===== src/rtl/qif_spike_monitor.sv =====
// Spike analysis stage: inter-spike interval capture with a one-entry valid/ready
// holding register, plus a windowed spike-rate counter with a strobed result.
module qif_spike_monitor #(
  parameter int ISI_W = 16,
  parameter int CNT_W = 8,
  parameter int WIN_W = 16
) (
  input  logic             clk,
  input  logic             rst_n,
  input  logic             ena,
  input  logic             spike_in,
  input  logic [WIN_W-1:0] window_len,
  output logic [ISI_W-1:0] isi_data,
  output logic             isi_valid,
  input  logic             isi_ready,
  output logic             isi_ovf,
  output logic [CNT_W-1:0] rate_count,
  output logic             rate_strobe,
  output logic             spike_seen
);

  localparam logic [ISI_W-1:0] ISI_MAX = {ISI_W{1'b1}};
  localparam logic [ISI_W-1:0] ISI_ONE = ISI_W'(1);
  localparam logic [CNT_W-1:0] CNT_MAX = {CNT_W{1'b1}};
  localparam logic [CNT_W-1:0] CNT_ONE = CNT_W'(1);
  localparam logic [WIN_W-1:0] WIN_ONE = WIN_W'(1);

  typedef enum logic {ISI_WAIT_FIRST = 1'b0, ISI_RUN = 1'b1} isi_state_t;
  typedef enum logic {RATE_IDLE = 1'b0, RATE_COUNT = 1'b1} rate_state_t;

  logic             spike_prev_q;
  logic             event_w;

  isi_state_t       isi_state_q, isi_state_d;
  logic [ISI_W-1:0] isi_cnt_q, isi_cnt_d;
  logic             spike_seen_q, spike_seen_d;
  logic             sample_vld;
  logic [ISI_W-1:0] sample_val;

  logic [ISI_W-1:0] isi_data_q, isi_data_d;
  logic             isi_valid_q, isi_valid_d;
  logic             isi_ovf_q, isi_ovf_d;

  rate_state_t      rate_state_q, rate_state_d;
  logic [WIN_W-1:0] win_cnt_q, win_cnt_d;
  logic [CNT_W-1:0] spk_cnt_q, spk_cnt_d;
  logic [CNT_W-1:0] rate_count_q, rate_count_d;
  logic             rate_strobe_q, rate_strobe_d;
  logic [CNT_W-1:0] spk_plus;
  logic             win_last;

  // Rising edge of spike_in; spike_prev tracks even while disabled so a level
  // already high when ena rises is not mistaken for a new spike.
  assign event_w = ena & spike_in & ~spike_prev_q;

  always_comb begin
    isi_state_d  = isi_state_q;
    isi_cnt_d    = isi_cnt_q;
    spike_seen_d = spike_seen_q;
    sample_vld   = 1'b0;
    sample_val   = isi_cnt_q;
    if (ena) begin
      case (isi_state_q)
        ISI_WAIT_FIRST: begin
          if (event_w) begin
            isi_state_d  = ISI_RUN;
            isi_cnt_d    = ISI_ONE;
            spike_seen_d = 1'b1;
          end
        end
        ISI_RUN: begin
          if (event_w) begin
            sample_vld = 1'b1;
            isi_cnt_d  = ISI_ONE;
          end else if (isi_cnt_q != ISI_MAX) begin
            isi_cnt_d = isi_cnt_q + ISI_ONE;
          end
        end
        default: isi_state_d = ISI_WAIT_FIRST;
      endcase
    end
  end

  // Holding register: a new sample may replace an accepted one on the same edge.
  always_comb begin
    isi_data_d  = isi_data_q;
    isi_valid_d = isi_valid_q;
    isi_ovf_d   = isi_ovf_q;
    if (sample_vld) begin
      if (!isi_valid_q || isi_ready) begin
        isi_data_d  = sample_val;
        isi_valid_d = 1'b1;
      end else begin
        isi_ovf_d = 1'b1;
      end
    end else if (isi_valid_q && isi_ready) begin
      isi_valid_d = 1'b0;
    end
  end

  assign spk_plus = (event_w && (spk_cnt_q != CNT_MAX)) ? (spk_cnt_q + CNT_ONE) : spk_cnt_q;
  assign win_last = (win_cnt_q >= (window_len - WIN_ONE));

  always_comb begin
    rate_state_d  = rate_state_q;
    win_cnt_d     = win_cnt_q;
    spk_cnt_d     = spk_cnt_q;
    rate_count_d  = rate_count_q;
    rate_strobe_d = 1'b0;
    case (rate_state_q)
      RATE_IDLE: begin
        win_cnt_d = '0;
        spk_cnt_d = '0;
        if (ena && (window_len != '0)) begin
          rate_state_d = RATE_COUNT;
        end
      end
      RATE_COUNT: begin
        if (ena) begin
          if (window_len == '0) begin
            rate_state_d = RATE_IDLE;
            win_cnt_d    = '0;
            spk_cnt_d    = '0;
          end else if (win_last) begin
            rate_count_d  = spk_plus;
            rate_strobe_d = 1'b1;
            win_cnt_d     = '0;
            spk_cnt_d     = '0;
          end else begin
            win_cnt_d = win_cnt_q + WIN_ONE;
            spk_cnt_d = spk_plus;
          end
        end
      end
      default: rate_state_d = RATE_IDLE;
    endcase
  end

  always_ff @(posedge clk or negedge rst_n) begin
    if (!rst_n) begin
      spike_prev_q  <= 1'b0;
      isi_state_q   <= ISI_WAIT_FIRST;
      isi_cnt_q     <= '0;
      spike_seen_q  <= 1'b0;
      isi_data_q    <= '0;
      isi_valid_q   <= 1'b0;
      isi_ovf_q     <= 1'b0;
      rate_state_q  <= RATE_IDLE;
      win_cnt_q     <= '0;
      spk_cnt_q     <= '0;
      rate_count_q  <= '0;
      rate_strobe_q <= 1'b0;
    end else begin
      spike_prev_q  <= spike_in;
      isi_state_q   <= isi_state_d;
      isi_cnt_q     <= isi_cnt_d;
      spike_seen_q  <= spike_seen_d;
      isi_data_q    <= isi_data_d;
      isi_valid_q   <= isi_valid_d;
      isi_ovf_q     <= isi_ovf_d;
      rate_state_q  <= rate_state_d;
      win_cnt_q     <= win_cnt_d;
      spk_cnt_q     <= spk_cnt_d;
      rate_count_q  <= rate_count_d;
      rate_strobe_q <= rate_strobe_d;
    end
  end

  assign isi_data    = isi_data_q;
  assign isi_valid   = isi_valid_q;
  assign isi_ovf     = isi_ovf_q;
  assign rate_count  = rate_count_q;
  assign rate_strobe = rate_strobe_q;
  assign spike_seen  = spike_seen_q;

endmodule

===== config.mk =====
export PLATFORM = sky130hd
export DESIGN_NAME = qif_spike_monitor
export DESIGN_NICKNAME = d
export VERILOG_FILES = /design/src/rtl/qif_spike_monitor.sv
export SDC_FILE = /design/constraint.sdc
export NUM_CORES = 1
export LEC_CHECK = 0
export BUFFER_PORTS_ARGS = -buffer_cell sky130_fd_sc_hd__buf_2
export CORE_AREA = 10 10 71 132
export CTS_BUF_LIST = sky130_fd_sc_hd__clkbuf_16
export DETAILED_ROUTE_END_ITERATION = 12
export DIE_AREA = 0 0 81 142
export PLACE_DENSITY = 0.86
export SLEW_MARGIN = 20
export SYNTH_ARGS = -nofsm -noshare
export SYNTH_HDL_FRONTEND = slang
export SYNTH_SLANG_ARGS = --single-unit
export TNS_END_PERCENT = 5

===== constraint.sdc =====
create_clock -name clk -period 3.55 [get_ports clk]
set_clock_uncertainty 0.2 [all_clocks]
set_input_delay 0.355 -clock clk [delete_from_list [all_inputs] [get_ports clk]]
set_output_delay 0.355 -clock clk [all_outputs]
set_load 0.02 [all_outputs]

* Word-level counts from Yosys, hierarchy flattened
Cells that the tools add are included.
Word-level totals: register bits 71, bits of input ports 21, output and inout port bits 28, logic and storage cells 72
Cells by class: $add $sub $neg 4, order comparisons 1, eq/ne operators 6, muxes and demuxes 28, bitwise gates (word level) 7, reduce and logical (&&, ||, !) cells 14
Operators with widths (number):
- 16-bit 2-to-1 mux | 6
- 16-bit one-hot mux with 2 select lines | 2
- 16-bit by 1-bit adder with 16-bit output (second input constant) | 2
- 8-bit 2-to-1 mux | 4
- 16-bit greater-or-equal comparator | 1
- 16-bit logical NOT | 1
- 16-bit != test (second input constant) | 1
- 8-bit one-hot mux with 2 select lines | 1
- 16-bit nonzero test | 1
- 16-bit by 1-bit subtractor with 16-bit output (second input constant) | 1
- 1-bit 2-to-1 mux | 14
- 8-bit by 1-bit adder with 8-bit output (second input constant) | 1
- 8-bit != test (second input constant) | 1
- 2-bit AND reduction | 3
- 3-bit AND reduction | 2
- 1-bit NOT | 5
- 2-bit != test (second input constant) | 2
- 4-bit AND reduction | 1
- 1-bit logical AND | 3
- 3-bit by 2-bit != test with 1-bit output (second input constant) | 1
- 1-bit bitwise AND | 2
- 2-bit by 1-bit != test with 1-bit output (second input constant) | 1
- 1-bit one-hot mux with 2 select lines | 1
- 2-bit nonzero test | 1
- other kinds (2) | 2

* Depth between registers and ports, before layout
word-level depth 8, mapped depth 15, depth with buffers taken out 13

* Worst setup path before layout
Ideal clock, no wire load.
path type input-to-reg, start point input window_len[4], end point register rate_count_q[0], in the netlist rate_count[0], library setup time 0.125 ns, arrival 3.602 ns, data required time 3.225 ns, path slack -0.377 ns, stages 14, cell sequence or3_1 -> nor3_1 -> nand2b_1 -> or2_1 -> nor4_1 -> xnor2_1 -> ha_1 -> nand4_1 -> or3_1 -> or4_4 -> nand4_4 -> nand2b_1 -> buf_6 -> mux2_4
On the way: word-level cells in the longest chain between the ends 3, elaborated cells on any way between the ends 5, classes of those cells 1 x add/sub; 1 x order compare; 1 x bitwise; 2 x reduce/logical
Ends and longest elaborated chain:
- start: declaration | line 12 | input logic [WIN_W-1:0] window_len,
- 16-bit by 1-bit subtractor with 16-bit output / 16-bit logical NOT (equally long branches) | line 102, 120
- 16-bit greater-or-equal comparator / 1-bit NOT (equally long branches)
- 4-bit AND reduction (no line) *
- end signal: assignment | line 164 | rate_count_q <= rate_count_d;
- end: declaration | line 47 | logic [CNT_W-1:0] rate_count_q, rate_count_d;
Every way passes the cells marked *; elsewhere a longest branch is shown, timed or not. A chain may end at the register's enable or synchronous reset.

* Final worst setup path
start point input window_len[4], end point register win_cnt_q[6]
On the way: word-level cells in the longest chain between the ends 6, elaborated cells on any way between the ends 7, classes of those cells 1 x add/sub; 1 x order compare; 4 x mux; 1 x reduce/logical
Ends and longest elaborated chain:
- 16-bit by 1-bit subtractor with 16-bit output | line 102 | assign win_last = (win_cnt_q >= (window_len - WIN_ONE));
- 16-bit greater-or-equal comparator | line 102
- 16-bit 2-to-1 mux | line 124 | end else if (win_last) begin
- 16-bit 2-to-1 mux * | line 120 | if (window_len == '0) begin
- 16-bit 2-to-1 mux * | line 119 | if (ena) begin
- 16-bit one-hot mux with 2 select lines * | line 110 | case (rate_state_q)
- end signal: assignment | line 162 | win_cnt_q <= win_cnt_d;
- end: declaration | line 45 | logic [WIN_W-1:0] win_cnt_q, win_cnt_d;
Every way passes the cells marked *; elsewhere a longest branch is shown, timed or not. The select of a mux whose other input is x is not followed.

==> flow_summary.yaml <==
timing:
  setup_viol: 31
  setup_tns_ps: -3977
  fin_crit_ps: 3816
  relSlewSlack_pct: 41.57
  max_freq_mhz: 262.0
  hold_viol: 0
  post-route-period-util_pct: 107.5
  tightest_slew_ps: 865.0
  hold_ws_ps: 128.5
  grt_setup_unrepaired: "yes"
  layout_setup_ws_ps: -266.3
  final_max_slew_viol_count: 0
power_and_ir_drop:
  p_clk_share_pct: 37.1
  seq_power_share_pct: 45.9
  power.total_mw: 2.042
  p_int_mw: 1.479
  netSwitchingFraction_pct: 27.56
  ir_drop_mv: 0.2413
  power.density_nw_per_um2: 394.4
  power_frac_comb_pct: 17.0
  p_switching_mw: 0.5627
  power_leakage_nw: 2.590
job:
  drv_cap: 0
cts:
  cts_root_buf: "clkbuf_16"
  cts_made_buffers: 9
  clk_latency_ps: 330
  cts_tree: "yes"
  clk_pin_slew_ps: 50
  clk_path_buf_depth: 2
  clock_sinks: 71
  cts_max_level: 3
place:
  post-dp-hpwl_mm: 7.591
  dpl.cell_count: 565
  gp_congestion: 0.8606
  portBuffers: 48
synthesis:
  synth-seq-cells: 71
  synth-edff-count: 0
  synthArstFlopShare_pct: 100.0
  synth_top_cell_area_share_pct: 43.20
  ys_seq_area_share_pct: 43.20
  syn_avg_cell_area_um2: 10.15
  synthTopCellsByArea: "dfrtp_1 (43%), ha_1 (6.1%), mux2_2 (4.7%)"
  yosysTopAreaCell: "dfrtp_1"
  syn_nets: 446
  syn_inst: 405
  synth_top_flop_cell: "dfrtp_1"
  synth_top_cells_by_count: "dfrtp_1 (71), nand2_1 (44), nor2_1 (26)"
  syn_area_um2: 4113
  yosysUniqueCellTypes: 54
  yosysWarnings: 0
  synth.most_common_cell: "dfrtp_1"
detailed_routing:
  drc: 0
  wirelength_mm: 10.72
  detail-route-antenna-nets: 0
  wl_per_cell_um: 18.05
  via_count: 3604
  vias_per_cell: 6.067
  first_pass_iters: 4
  first_iter_violations: 284
finish:
  fin_nets: 541
  antennaDiodeCount: 0
  multi_input_area_um2: 2320
  syn_to_final_growth_pct: 25.89
  regArea_um2: 1777
  num-fill-cells: 534
  stdcell_count: 594
  drive_above_1_share_pct: 30.08
global_route:
  antenna_found_initial: 0
  grt_pass1_vias: 3717
  grt_use_total_pct: 18.73
  gr-total-overflow: 0
  grt_max_degree: 43
  grt_pass1_wl_mm: 17.12
critical_path:
  slowest_stage: "or3_4"
  crit_fanout: 5
  cp.arrival_ps: 3880
  cp_common_cell: "buf_6"
  cp.required_ps: 3620
  critPathKind: "input pin to register"
  end_kind: "register"
  crit_path_start_kind: "input pin"
  cpPeakStageDelay_ps: 400
  crit_chain: "buf_6, or3_4, nor3_4, nand2b_1, or2_4, nor4_4, xnor2_1, ha_1, nand4_1, buf_4, buf_4, buf_6, buf_6, nor3_2, nor3_1, buf_4, nand4_4, buf_12, buf_6, buf_6, nor3_1, o22a_1"
die:
  die_y_um: 142
  core_area_um2: 7267
  initial_core_util_pct: 56.59
  die_x_um: 81
  num_rows: 44
  die-area_um2: 11500
  io_pins: 49
run_status:
  violations: "setup timing"
  status: "finished, violations left"
min_path:
  hold_path_class: "input pin to register"
## power by group through the flow
stage	logic, mW	clock network, mW	registers, mW
after floorplan	0.159	0	0.972
after global placement	0.320	0	0.945
after detailed placement	0.336	0	0.949
after CTS	0.344	0.763	0.936
after global routing	0.383	0.798	0.945
final	0.348	0.758	0.936
## critical path: cells and delay by family
family          cells  cell delay, ps
buf+inv             9            1050
xor+xnor            1             160
compound gates      1             200
simple gates       10            1830
fa+ha+maj           1             270
## area by class of cell
cell class                      count  share of cell area [%]
Timing Repair Buffer               98                   13.56
Multi-Input combinational cell    314                   44.80
Tap cell                           92                   2.223
Clock inverter                      4                  0.3142
Inverter                            6                  0.4350
Clock buffer                        9                   4.350
Sequential cell                    71                   34.32
## registers in the layout, indices dropped and copies added (netlist names), named ones only
register      count
isi_cnt_q        16
isi_data         16
win_cnt_q        16
rate_count        8
spk_cnt_q         8
isi_ovf           1
isi_state_q       1
isi_valid         1
rate_strobe       1
spike_prev_q      1
spike_seen        1
## layout by cell type (no fill, tap or decap), types with 8 or more instances in the layout
master / netlist / final
mux2_2: 17 / 17
xnor2_1: 19 / 19
ha_1: 20 / 20
nand3_1: 15 / 15
buf_4: 2 / 39
nand2_1: 44 / 44
nand2b_1: 10 / 9
xor2_1: 11 / 11
mux2_4: 8 / 8
nor3_1: 22 / 18
clkbuf_16: 0 / 10
buf_2: 3 / 46
o31ai_1: 9 / 8
nor2_1: 26 / 26
dfrtp_1: 71 / 71
nand4_1: 8 / 8
and3_1: 19 / 19
## through the flow
stage	utilization, %	worst slack (ps)	instance area, um^2
2_1_floorplan	-	-250.3	4129
3_3_place_gp	64.38	-542.8	4678
3_5_place_dp	64.38	-638.7	4678
4_1_cts	69.82	-238.9	5074
5_1_grt	71.25	-347.0	5177
6_report	71.25	-266.3	5177
## cells by family (layout without fill, tap and decap cells)
group | Yosys count | in the layout | share of synthesized area, %
compound gates | 54 | 54 | 9.826
xor+xnor | 30 | 30 | 6.389
fa+ha+maj | 20 | 20 | 6.085
buf+inv | 20 | 117 | 2.646
flops | 71 | 71 | 43.20
mux | 25 | 25 | 7.575
simple gates | 185 | 185 | 24.28
## worst paths after layout
path,endpoint,cells after the start,slack (ps),from
setup / recovery,win_cnt_q[6],22,-270,window_len[4]
hold / removal,isi_valid,3,130,isi_ready
setup reg to reg,win_cnt_q[6],15,570,win_cnt_q[13]
hold reg to reg,isi_ovf,1,270,isi_ovf
max in group asynchronous,isi_valid,3,1740,rst_n
min in group asynchronous,rate_strobe,2,420,rst_n
## timing repair
action / 4_1_cts / 5_1_grt
resized for setup: 14 / 13
buffers inserted: 13 / 3
hold endpoints to repair: 30 / 0
pin swaps: 14 / 15
setup endpoints to repair: 32 / 33
hold buffers: 2 / 0
cloned: 0 / 1
## routing by layer
layer  global-route usage [%]  wire length (um)  up-vias  share of wire (%)
li1                         -                 -     1669                  -
met1                    17.99              3575     1743                 33
met2                    33.85              6013      141                 56
met3                    3.987               588       51                5.5
met4                    12.56               547        0                5.1
met5                        0                 0        -                  0
(Power assumes the default switching activity.)
